File: src/rtl/ctrl_pkg.sv
// Shared control-word types for the issue sequencer and Reg_Control.
// One packed word carries every decoded execute-stage control field.
package ctrl_pkg;

  typedef struct packed {
    logic       alu_st;
    logic       mem_st;
    logic       shift_op;
    logic [1:0] mem_op;
    logic [1:0] esc_wr;
    logic [1:0] vec_wr;
    logic [3:0] alu_op;
  } ctrl_word_t;

  typedef enum logic [1:0] {
    S_IDLE,
    S_SINGLE,
    S_BURST
  } state_t;

  localparam ctrl_word_t CTRL_NOP = '0;

endpackage

File: src/rtl/ctrl_issue_seq.sv
// Issue sequencer feeding Reg_Control: forwards single-beat ops and
// expands vector memory ops into NUM_BEATS beats under stall/flush.
module ctrl_issue_seq
  import ctrl_pkg::*;
#(
  parameter int NUM_BEATS = 4,
  parameter int BEAT_W = (NUM_BEATS > 1) ? $clog2(NUM_BEATS) : 1
) (
  input  logic              clk,
  input  logic              reset,
  input  logic              in_valid,
  output logic              in_ready,
  input  logic              in_vec_mem,
  input  logic              in_cl_alu_st,
  input  logic              in_cl_mem_st,
  input  logic              in_cl_shift_op,
  input  logic [1:0]        in_cl_mem_op,
  input  logic [1:0]        in_cl_esc_wr,
  input  logic [1:0]        in_cl_vec_wr,
  input  logic [3:0]        in_cl_alu_op,
  input  logic              stall,
  input  logic              flush,
  output logic              out_en,
  output logic              out_cl_alu_st,
  output logic              out_cl_mem_st,
  output logic              out_cl_shift_op,
  output logic [1:0]        out_cl_mem_op,
  output logic [1:0]        out_cl_esc_wr,
  output logic [1:0]        out_cl_vec_wr,
  output logic [3:0]        out_cl_alu_op,
  output logic [BEAT_W-1:0] out_beat,
  output logic              out_last,
  output logic              busy
);

  localparam logic [BEAT_W-1:0] LAST_BEAT =
    BEAT_W'(NUM_BEATS - 1);
  localparam bit MULTI = (NUM_BEATS > 1);

  state_t              state;
  ctrl_word_t          word_q;
  ctrl_word_t          word_d;
  logic [BEAT_W-1:0]   beat_q;
  logic                consume;
  logic                accept;
  logic                idle;

  assign idle     = (state == S_IDLE);
  assign consume  = ~idle & ~stall & ~flush;
  assign out_last = (state == S_SINGLE) |
                    ((state == S_BURST) &
                     (beat_q == LAST_BEAT));
  assign in_ready = ~reset & ~flush &
                    (idle | (consume & out_last));
  assign accept   = in_valid & in_ready;
  assign out_en   = consume;
  assign busy     = ~idle;
  assign out_beat = beat_q;

  assign word_d = '{
    alu_st:   in_cl_alu_st,
    mem_st:   in_cl_mem_st,
    shift_op: in_cl_shift_op,
    mem_op:   in_cl_mem_op,
    esc_wr:   in_cl_esc_wr,
    vec_wr:   in_cl_vec_wr,
    alu_op:   in_cl_alu_op
  };

  assign out_cl_alu_st   = word_q.alu_st;
  assign out_cl_mem_st   = word_q.mem_st;
  assign out_cl_shift_op = word_q.shift_op;
  assign out_cl_mem_op   = word_q.mem_op;
  assign out_cl_esc_wr   = word_q.esc_wr;
  assign out_cl_vec_wr   = word_q.vec_wr;
  assign out_cl_alu_op   = word_q.alu_op;

  // Accept has priority over retire so the last beat and the
  // next word hand over without a bubble.
  always_ff @(posedge clk) begin
    if (reset) begin
      state  <= S_IDLE;
      word_q <= CTRL_NOP;
      beat_q <= '0;
    end else if (flush) begin
      state  <= S_IDLE;
      word_q <= CTRL_NOP;
      beat_q <= '0;
    end else if (accept) begin
      word_q <= word_d;
      beat_q <= '0;
      state  <= (in_vec_mem && MULTI) ? S_BURST : S_SINGLE;
    end else if (consume) begin
      if (!out_last) begin
        beat_q <= beat_q + BEAT_W'(1);
      end else begin
        state <= S_IDLE;
      end
    end
  end

endmodule

File: config.mk
export PLATFORM = sky130hd
export DESIGN_NAME = ctrl_issue_seq
export DESIGN_NICKNAME = d
export VERILOG_FILES = /design/src/rtl/ctrl_pkg.sv /design/src/rtl/ctrl_issue_seq.sv
export SDC_FILE = /design/constraint.sdc
export NUM_CORES = 1
export LEC_CHECK = 0
export CAP_MARGIN = 20
export CELL_PAD_IN_SITES_DETAIL_PLACEMENT = 1
export CELL_PAD_IN_SITES_GLOBAL_PLACEMENT = 1
export CORE_MARGIN = 4
export CORE_UTILIZATION = 25
export DETAILED_ROUTE_END_ITERATION = 7
export PLACE_DENSITY_LB_ADDON = 0.1
export SLEW_MARGIN = 10
export SYNTH_ARGS = -nofsm -noshare
export SYNTH_HDL_FRONTEND = slang
export SYNTH_SLANG_ARGS = --single-unit
export TNS_END_PERCENT = 30
File: constraint.sdc
create_clock -name clk -period 1.5 [get_ports clk]
set_clock_uncertainty 0.2 [all_clocks]
set_input_delay 0.225 -clock clk [delete_from_list [all_inputs] [get_ports clk]]
set_output_delay 0.225 -clock clk [all_outputs]
set_load 0.05 [all_outputs]
==> results_dict.tcl, run 1 <==
set metrics [dict create \
    finalWirelength_um 2410 \
    ys_seq_area_share_pct 43.8 \
    critPathMaxStageDelay_ps 370 \
    status "finished with violations" \
    cts_max_path_buffers 2 \
    rows 19 \
    power.leakage_nw 0.681 \
    r2r-end "out_beat[1]$_SDFFE_PP0P_" \
    post-route-min-period_ps 1880 \
    worst_pin_slew_ps 366 \
    endpoint_kind "output port" \
    violations "setup timing" \
    finalSetupViolCount 20 \
    ios 38 \
    wl_met2_um 1280 \
    path_common_cell "nor2_4" \
    cts_tree "yes" \
    holdPathEnd "out_cl_esc_wr[0]$_SDFFE_PP0P_" \
    antenna_found_initial 0 \
    most-common-layout-cells "nand2_1 (27), buf_12 (20), clkdlybuf4s50_1 (17)" \
    cp.required_ps 1070 \
    path_max_fanout 2 \
    vdd_ir_drop_max_mv 0.593 \
    die_x_um 63.8 \
    htree_levels 1 \
    relSlewSlack_pct 75.6 \
    num_vias 816 \
    r2r_slack_ps -210 \
    core_area_mm2 0.00285 \
    antenna_cells 0 \
    n_fill_cell 305 \
    ctsHoldBuffers 0 \
    final_net_count 164 \
    track_usage_pct 12.4 \
    io_buffers 37 \
    drt-met1-wl_um 979 \
    fin_util_pct 58.9 \
    drc 0 \
    drive_gt1_share_pct 42.7 \
    cts_buffers 3 \
    grt-ovfl-total 0 \
    multi_input_area_um2 488 \
    syn_area_um2 777 \
    preCtsSetupSlack_ps -415 \
    dp_hpwl_um 1870 \
    path_buf_inv 2 \
    avgViaCountPerCell 4.69 \
    startpoint "out_beat[0]$_SDFFE_PP0P_" \
    crit_chain "ha_4, nor3b_4, buf_6, nor2_4, nor2_4, buf_12" \
    critPathLaunchType "flip-flop" \
    drt_iter0_drc 5 \
    hp-class "input pin to flip-flop" \
    crit_slowest_cell "dfxtp_4" \
    firstDrtPassIters 3 \
    maxSlewViolCount 0 \
    cts.sinks 17 \
    cts-root-buf "clkbuf_4" \
    max_freq_ghz 0.533 \
    rr_worst_depth 5 \
    grt_first_pass_wirelength_um 4040 \
    ys_ff_latch 17 \
    crit_type "flip-flop to output port" \
    postSynthCellCount 86 \
    register_area_um2 353 \
    finalPower_mw 1.04 \
    yosys_warnings 0 \
    synthDistinctLibCells 20 \
    start_util_pct 27.2 \
    layout.cells.most_common "nand2_1" \
    dieArea_mm2 0.00406 \
    grt_pass1_vias 866 \
    syn-num-nets 106 \
    fin_crit_sh_pct 125 \
    hold_path.startpoint "in_cl_esc_wr[0]" \
    holdPathStages 3 \
    hold_viol 0 \
    wl_met3_um 140 \
    place.gp.congestion 0.789 \
    dieHeight_um 63.8 \
    pwr_density_cell_mw_per_mm2 617 \
    avgSynthCellArea_um2 9.03 \
    rsz0062_at_grt "true" \
    clock_latency_ps 290 \
    dr.max_layer_used "met4" \
    area_growth_pct 116 \
    path_delay_family "flip-flops" \
    detail-route-antenna-nets 0 \
    rr_startpoint "out_beat[0]$_SDFFE_PP0P_" \
    worst_slack_ps -376 \
    maxCapViolCount 0 \
    grt_start_max_net_pins 27 \
    clk_pin_slew_ps 100 \
    arrival_ps 1450 \
    detail_route.wl_per_cell_um 13.9 \
]
-- sequential cells by signal, summed over array words and instances (netlist names) --
register,count
out_cl_mem_op,2
out_cl_alu_op,4
out_cl_vec_wr,2
out_cl_esc_wr,2
state,2
out_cl_alu_st,1
out_beat,2
out_cl_shift_op,1
out_cl_mem_st,1
-- area by class of cell --
class	instances	area share [%]
timing repair buffer	57	46.1
multi-input combinational	65	29.1
sequential	17	21.0
tap	31	2.31
clock buffer	4	1.56
-- power by group --
group	switching [mW]	internal (mW)
logic	0.139	0.179
clock network	0.139	0.103
registers	0.0151	0.461
-- worst max path at each step --
stage	slack, ps	depth (start not counted)	endpoint
floorplan	-120	6	out_cl_esc_wr[0]$_SDFFE_PP0P_
global placement	-390	4	out_beat[1]$_SDFFE_PP0P_
detailed placement	-420	6	out_cl_alu_op[0]$_SDFFE_PP0P_
CTS	-360	4	out_last
global route	-430	6	in_ready
finish	-380	6	in_ready
-- Yosys cell counts, drive strengths merged --
master	n	area, um2
a211oi	2	25.0
a21oi	3	15.0
a32o	1	10.0
and2b	1	8.76
buf	2	12.5
clkbuf	2	7.51
dfxtp	17	340
ha	1	12.5
mux2	1	11.3
mux2i	13	130
nand2	27	101
nor2	4	15.0
nor3b	2	20.0
o21a	2	15.0
o21ai	2	10.0
or2	2	12.5
or3	2	12.5
or3b	2	17.5
-- metal layers --
metal	vias to the layer above	track usage (%)
li1	407	-
met1	386	14.3
met2	21	21.8
met3	2	4.38
met4	0	3.23
met5	-	0
-- tightest hold or removal path, delay by kind of cell --
kind | cells | cell delay [ps]
buffers and inverters | 1 | 400
multiplexers | 1 | 50
AND/OR/NAND/NOR | 1 | 50
-- metrics by stage --
stage          std cells  cell area [um2]  hold WS, ps  TNS, ps
3_3_place_gp         163             1520          280    -6740
6_report             174             1680          280    -3580
3_5_place_dp         163             1520          293    -7360
4_1_cts              172             1640          271    -2570
5_1_grt              174             1680          285    -4550
2_1_floorplan         86              840          167    -1310
-- cell families after synthesis --
logic type / count (synthesis) / share of synthesized area (%)
AO/OA/AOI/OAI: 10 / 9.66
flip-flops: 17 / 43.8
multiplexers: 14 / 18.2
AND/OR/NAND/NOR: 40 / 24.2
buffers and inverters: 4 / 2.58
adder cells (fa/ha/maj): 1 / 1.61
-- timing repair --
action,CTS,global route
pin swaps,4,5
setup buffers,5,3
resized for setup,17,3
setup endpoints to repair,20,21
cloned,0,1
Note: power is estimated with default switching activity, not from simulation.
==> inputs of run 2 (changes only) <==
- ABC_AREA: default -> 1
- CORE_ASPECT_RATIO: default -> 1.1
- CORE_UTILIZATION: 25 -> 27
- CTS_BUF_LIST: default -> sky130_fd_sc_hd__clkbuf_8
==> results_dict.tcl, run 2 <==
set metrics [dict create \
    status "finished with violations" \
    violations "setup timing" \
    place.gp.congestion 0.677 \
    max_freq_ghz 0.584 \
    postSynthCellCount 93 \
    area_growth_pct 106 \
    pwr_density_cell_mw_per_mm2 684 \
    cts_buffers 3 \
    register_area_um2 350 \
    avgViaCountPerCell 4.58 \
    multi_input_area_um2 483 \
    ctsHoldBuffers 0 \
    finalWirelength_um 2560 \
    r2r_slack_ps -140 \
    track_usage_pct 13.4 \
    fin_cells 182 \
    synth.top_cell.area_share_pct 41.3 \
    cts.sinks 17 \
    dieArea_mm2 0.00400 \
    drt_iter0_drc 22 \
    core_area_mm2 0.00285 \
    avgSynthCellArea_um2 8.85 \
    synthArstFlopShare_pct 0 \
    drive_gt1_share_pct 50.3 \
    clk_pin_slew_ps 70 \
    die_x_um 60.7 \
    drc 0 \
    n_fill_cell 315 \
    endpoint_kind "output port" \
    yosys_warnings 0 \
    cts_max_path_buffers 2 \
    yosysTopAreaCell "dfxtp_1" \
    firstDrtPassIters 3 \
    start_util_pct 28.9 \
    most-common-layout-cells "buf_12 (21), nand2_1 (19), clkdlybuf4s50_1 (16)" \
    dieHeight_um 65.9 \
    ys_seq_area_share_pct 41.3 \
    grt-ovfl-total 0 \
    crit_type "flip-flop to output port" \
    grt_start_max_net_pins 12 \
    ys.flop_type "dfxtp_1" \
    worst_pin_slew_ps 216 \
    arrival_ps 1290 \
    finalSetupViolCount 20 \
    fin_crit_sh_pct 114 \
    hp-class "flip-flop to flip-flop" \
    post-route-min-period_ps 1710 \
    synth_edf_count 0 \
    maxSlewViolCount 0 \
    antenna_found_initial 0 \
    yosysMostFrequentCell "nand2_1" \
    worst_slack_ps -212 \
    dp_hpwl_um 1900 \
    syn-num-nets 113 \
    grt_pass1_vias 878 \
    cp.required_ps 1070 \
    maxCapViolCount 0 \
    rows 20 \
    path_max_fanout 2 \
    dp.cells 174 \
    fin_util_pct 59.6 \
    synthTopCellsByCount "nand2_1 (23), dfxtp_1 (17), nand3_1 (17), nand3_2 (10), inv_1 (5)" \
    syn_area_um2 823 \
    hold_viol 0 \
    synthDistinctLibCells 21 \
    detail-route-antenna-nets 0 \
    final_net_count 170 \
    num_vias 833 \
    largest_reg_flops 4 \
    critPathLaunchType "flip-flop" \
    vdd_ir_drop_max_mv 0.377 \
    relSlewSlack_pct 85.6 \
    synthTopCellsByArea "dfxtp_1 (41%), nand3_2 (12%), nand2_1 (10%)" \
    detail_route.wl_per_cell_um 14.1 \
    antenna_cells 0 \
    cts_tree "yes" \
    power.leakage_nw 0.741 \
    htree_levels 1 \
    ios 38 \
    layout.cells.most_common "buf_12" \
    clock_latency_ps 250 \
    ys_ff_latch 17 \
    rsz0062_at_grt "true" \
    cts-root-buf "clkbuf_8" \
    io_buffers 37 \
    grt_first_pass_wirelength_um 4040 \
]
[run 2: worst paths after layout]
kind,end,cells past startpoint,startpoint
worst min register to register,out_cl_shift_op$_SDFFE_PP0P_,2,out_cl_shift_op$_SDFFE_PP0P_
worst min-delay path,out_cl_shift_op$_SDFFE_PP0P_,2,out_cl_shift_op$_SDFFE_PP0P_
worst max register to register,out_cl_mem_op[0]$_SDFFE_PP0P_,10,out_beat[1]$_SDFFE_PP0P_
worst max-delay path,in_ready,6,out_beat[1]$_SDFFE_PP0P_
[run 2: cells by family (layout without fill, tap and decap cells)]
group	count (synthesis)	in the layout	share of synthesized area, %
simple gates	62	62	46.2
compound gates	2	2	2.89
buf+inv	10	66	6.99
xor+xnor	1	1	1.06
fa+ha+maj	1	1	1.52
flops	17	17	41.3
[run 2: what timing repair did]
item | 4_1_cts | 5_1_grt
endpoints found under the hold margin | 0 | 0
setup endpoints to repair | 20 | 21
buffers inserted | 2 | 1
gates cloned | 1 | 0
resized for setup | 3 | 12
pin swaps | 6 | 2
[run 2: final cells by class]
type                    instances  area share (%)
clock buffers                   3            2.43
clock inverters                 1           0.295
inverters                       6            1.47
multi-input cells              66            28.4
flip-flops and latches         17            20.6
well taps                      33            2.43
repair buffers                 56            44.3
[run 2: report_power, final]
group          total [mW]  internal [mW]  leakage, nW  switching (mW)
clock               0.347          0.184       0.0255           0.163
combinational       0.332          0.173        0.575           0.159
sequential          0.483          0.464        0.141          0.0195
[run 2: metrics by stage]
| step | instance area [um2] | power [mW] | setup TNS, ps | hold slack (ps) | setup slack, ps |
|---|---|---|---|---|---|
| 2_1_floorplan | 871 | 0.628 | -620 | 135 | -95.0 |
| 3_3_place_gp | 1570 | 0.801 | -5750 | 281 | -370 |
| 3_5_place_dp | 1570 | 0.804 | -6560 | 288 | -410 |
| 4_1_cts | 1660 | 1.18 | -2100 | 299 | -211 |
| 5_1_grt | 1700 | 1.22 | -3400 | 325 | -255 |
| 6_report | 1700 | 1.16 | -2150 | 292 | -212 |
[run 2: critical path, cell delays in order (launching register included)]
cell and delay, ps:
dfxtp_4 360, ha_4 130, nand2_2 40, nand2_2 80, nand2_4 70, a21boi_4 200
buf_12 170
[run 2: layer usage]
metal  vias to the layer above  wire, um  track usage, %
li1                        420         -               -
met1                       390      1020            17.2
met2                        21      1390            21.8
met3                         2       138            2.73
met4                         0        11            4.88
met5                         -         0               0
==> inputs of run 3 (changes only) <==
- CELL_PAD_IN_SITES_DETAIL_PLACEMENT: 1 -> default
- CELL_PAD_IN_SITES_GLOBAL_PLACEMENT: 1 -> default
- CORE_UTILIZATION: 27 -> 38
- PLACE_DENSITY: default -> 0.78
- PLACE_DENSITY_LB_ADDON: 0.1 -> default
- SETUP_SLACK_MARGIN: default -> 0.02
==> results_dict.tcl, run 3 (synthesis results as in run 2) <==
set metrics [dict create \
    rsz0062_at_grt "true" \
    hp-class "flip-flop to flip-flop" \
    path_max_fanout 2 \
    cts-root-buf "clkbuf_8" \
    grt_start_max_net_pins 12 \
    avgViaCountPerCell 4.85 \
    vdd_ir_drop_max_mv 0.668 \
    crit_type "flip-flop to output port" \
    cp.required_ps 1070 \
    finalSetupViolCount 18 \
    start_util_pct 40.3 \
    p_int_mw 0.808 \
    finalPower_mw 1.14 \
    die_x_um 52.4 \
    ctsHoldBuffers 0 \
    track_usage_pct 17.5 \
    arrival_ps 1270 \
    dp_hpwl_um 1890 \
    multi_input_area_um2 493 \
    rows 17 \
    switching_share_pct 29.0 \
    detail-route-antenna-nets 0 \
    hold_viol 0 \
    relSlewSlack_pct 82.0 \
    antenna_found_initial 0 \
    maxSlewViolCount 0 \
    most-common-layout-cells "nand2_1 (19), buf_12 (19), nand3_1 (16), clkdlybuf4s50_1 (16), buf_4 (14)" \
    fin_setup_tns_ps -1580 \
    power_frac_seq_pct 42.4 \
    place.gp.congestion 0.759 \
    worst_pin_slew_ps 270 \
    fin_crit_sh_pct 113 \
    ios 38 \
    clockPowerShare_pct 29.6 \
    io_buffers 37 \
    final_net_count 169 \
    drt_iter0_drc 1 \
    fin_area_mm2 0.00165 \
    finalWirelength_um 2470 \
    n_fill_cell 128 \
    cts_tree "yes" \
    endpoint_kind "output port" \
    grt_pass1_vias 900 \
    post-route-min-period_ps 1690 \
    detail_route.wl_per_cell_um 14.0 \
    drive_gt1_share_pct 48.6 \
    area_growth_pct 100 \
    grt-ovfl-total 0 \
    antenna_cells 0 \
    cts.sinks 17 \
    violations "setup timing" \
    critPathLaunchType "flip-flop" \
    firstDrtPassIters 2 \
    num_vias 854 \
    drc 0 \
    placed_area_mm2 0.00151 \
    status "finished with violations" \
    power.leakage_nw 0.712 \
    cts_buffers 3 \
    register_area_um2 353 \
    largest_reg_flops 4 \
    worst_slack_ps -190 \
    maxCapViolCount 0 \
    clock_latency_ps 250 \
    max_freq_ghz 0.592 \
    core_area_mm2 0.00204 \
    clk_pin_slew_ps 70 \
    dieHeight_um 56.8 \
    grt_first_pass_wirelength_um 3820 \
    dieArea_mm2 0.00298 \
    p_comb_share_pct 28.0 \
    htree_levels 1 \
    switchingPower_mw 0.330 \
    pwr_density_cell_mw_per_mm2 690 \
    cts_max_path_buffers 2 \
]
run 3: layout make-up:
type / instances / area share, %
timing repair buffer: 54 / 42.3
inverter: 6 / 1.52
tap: 28 / 2.12
clock inverter: 1 / 0.303
multi-input combinational: 67 / 29.9
clock buffer: 3 / 2.50
sequential: 17 / 21.4
run 3: final timing paths:
check	from	endpoint	slack, ps	depth (start not counted)
worst min register to register	out_cl_mem_op[1]$_SDFFE_PP0P_	out_cl_mem_op[1]$_SDFFE_PP0P_	310	2
worst max register to register	out_beat[0]$_SDFFE_PP0P_	out_cl_alu_st$_SDFFE_PP0P_	-120	10
worst min-delay path	out_cl_mem_op[1]$_SDFFE_PP0P_	out_cl_mem_op[1]$_SDFFE_PP0P_	310	2
worst max-delay path	out_beat[0]$_SDFFE_PP0P_	in_ready	-190	6
run 3: repair_timing:
item                                    CTS  global route
endpoints found under the setup margin   21            21
setup buffers                             4             1
pin swaps                                 8             1
cloned                                    1             0
resized for setup                         9             6
run 3: worst max-delay path, stage by stage (launching register included):
cell and delay (ps):
dfxtp_4 360, ha_4 130, nand2_4 40, nand2_4 70, nand2_4 50, a21boi_4 190, buf_12 160
run 3: through the flow:
stage               util, %  setup slack [ps]  hold WS [ps]  std cells
global route           80.8              -233           319        176
floorplan                 -             -95.0           135         93
global placement       74.1              -367           286        166
finish                 80.8              -190           307        176
CTS                    79.5              -203           309        175
detailed placement     74.1              -400           296        166
run 3: metal layers:
metal / vias up / share of wire [%] / global-route usage (%) / wire length [um]
met5: - / 0 / 0 / 0
met3: 10 / 8.0 / 6.10 / 198
li1: 417 / - / - / -
met2: 36 / 53 / 31.9 / 1320
met4: 0 / 4.3 / 9.12 / 106
met1: 391 / 34 / 16.4 / 846
run 3: power groups by stage:
stage / combinational, mW / sequential, mW / clock, mW
5_1_grt: 0.333 / 0.484 / 0.355
4_1_cts: 0.314 / 0.483 / 0.339
6_report: 0.318 / 0.482 / 0.337
3_3_place_gp: 0.291 / 0.492 / 0
3_5_place_dp: 0.297 / 0.493 / 0
2_1_floorplan: 0.0967 / 0.532 / 0
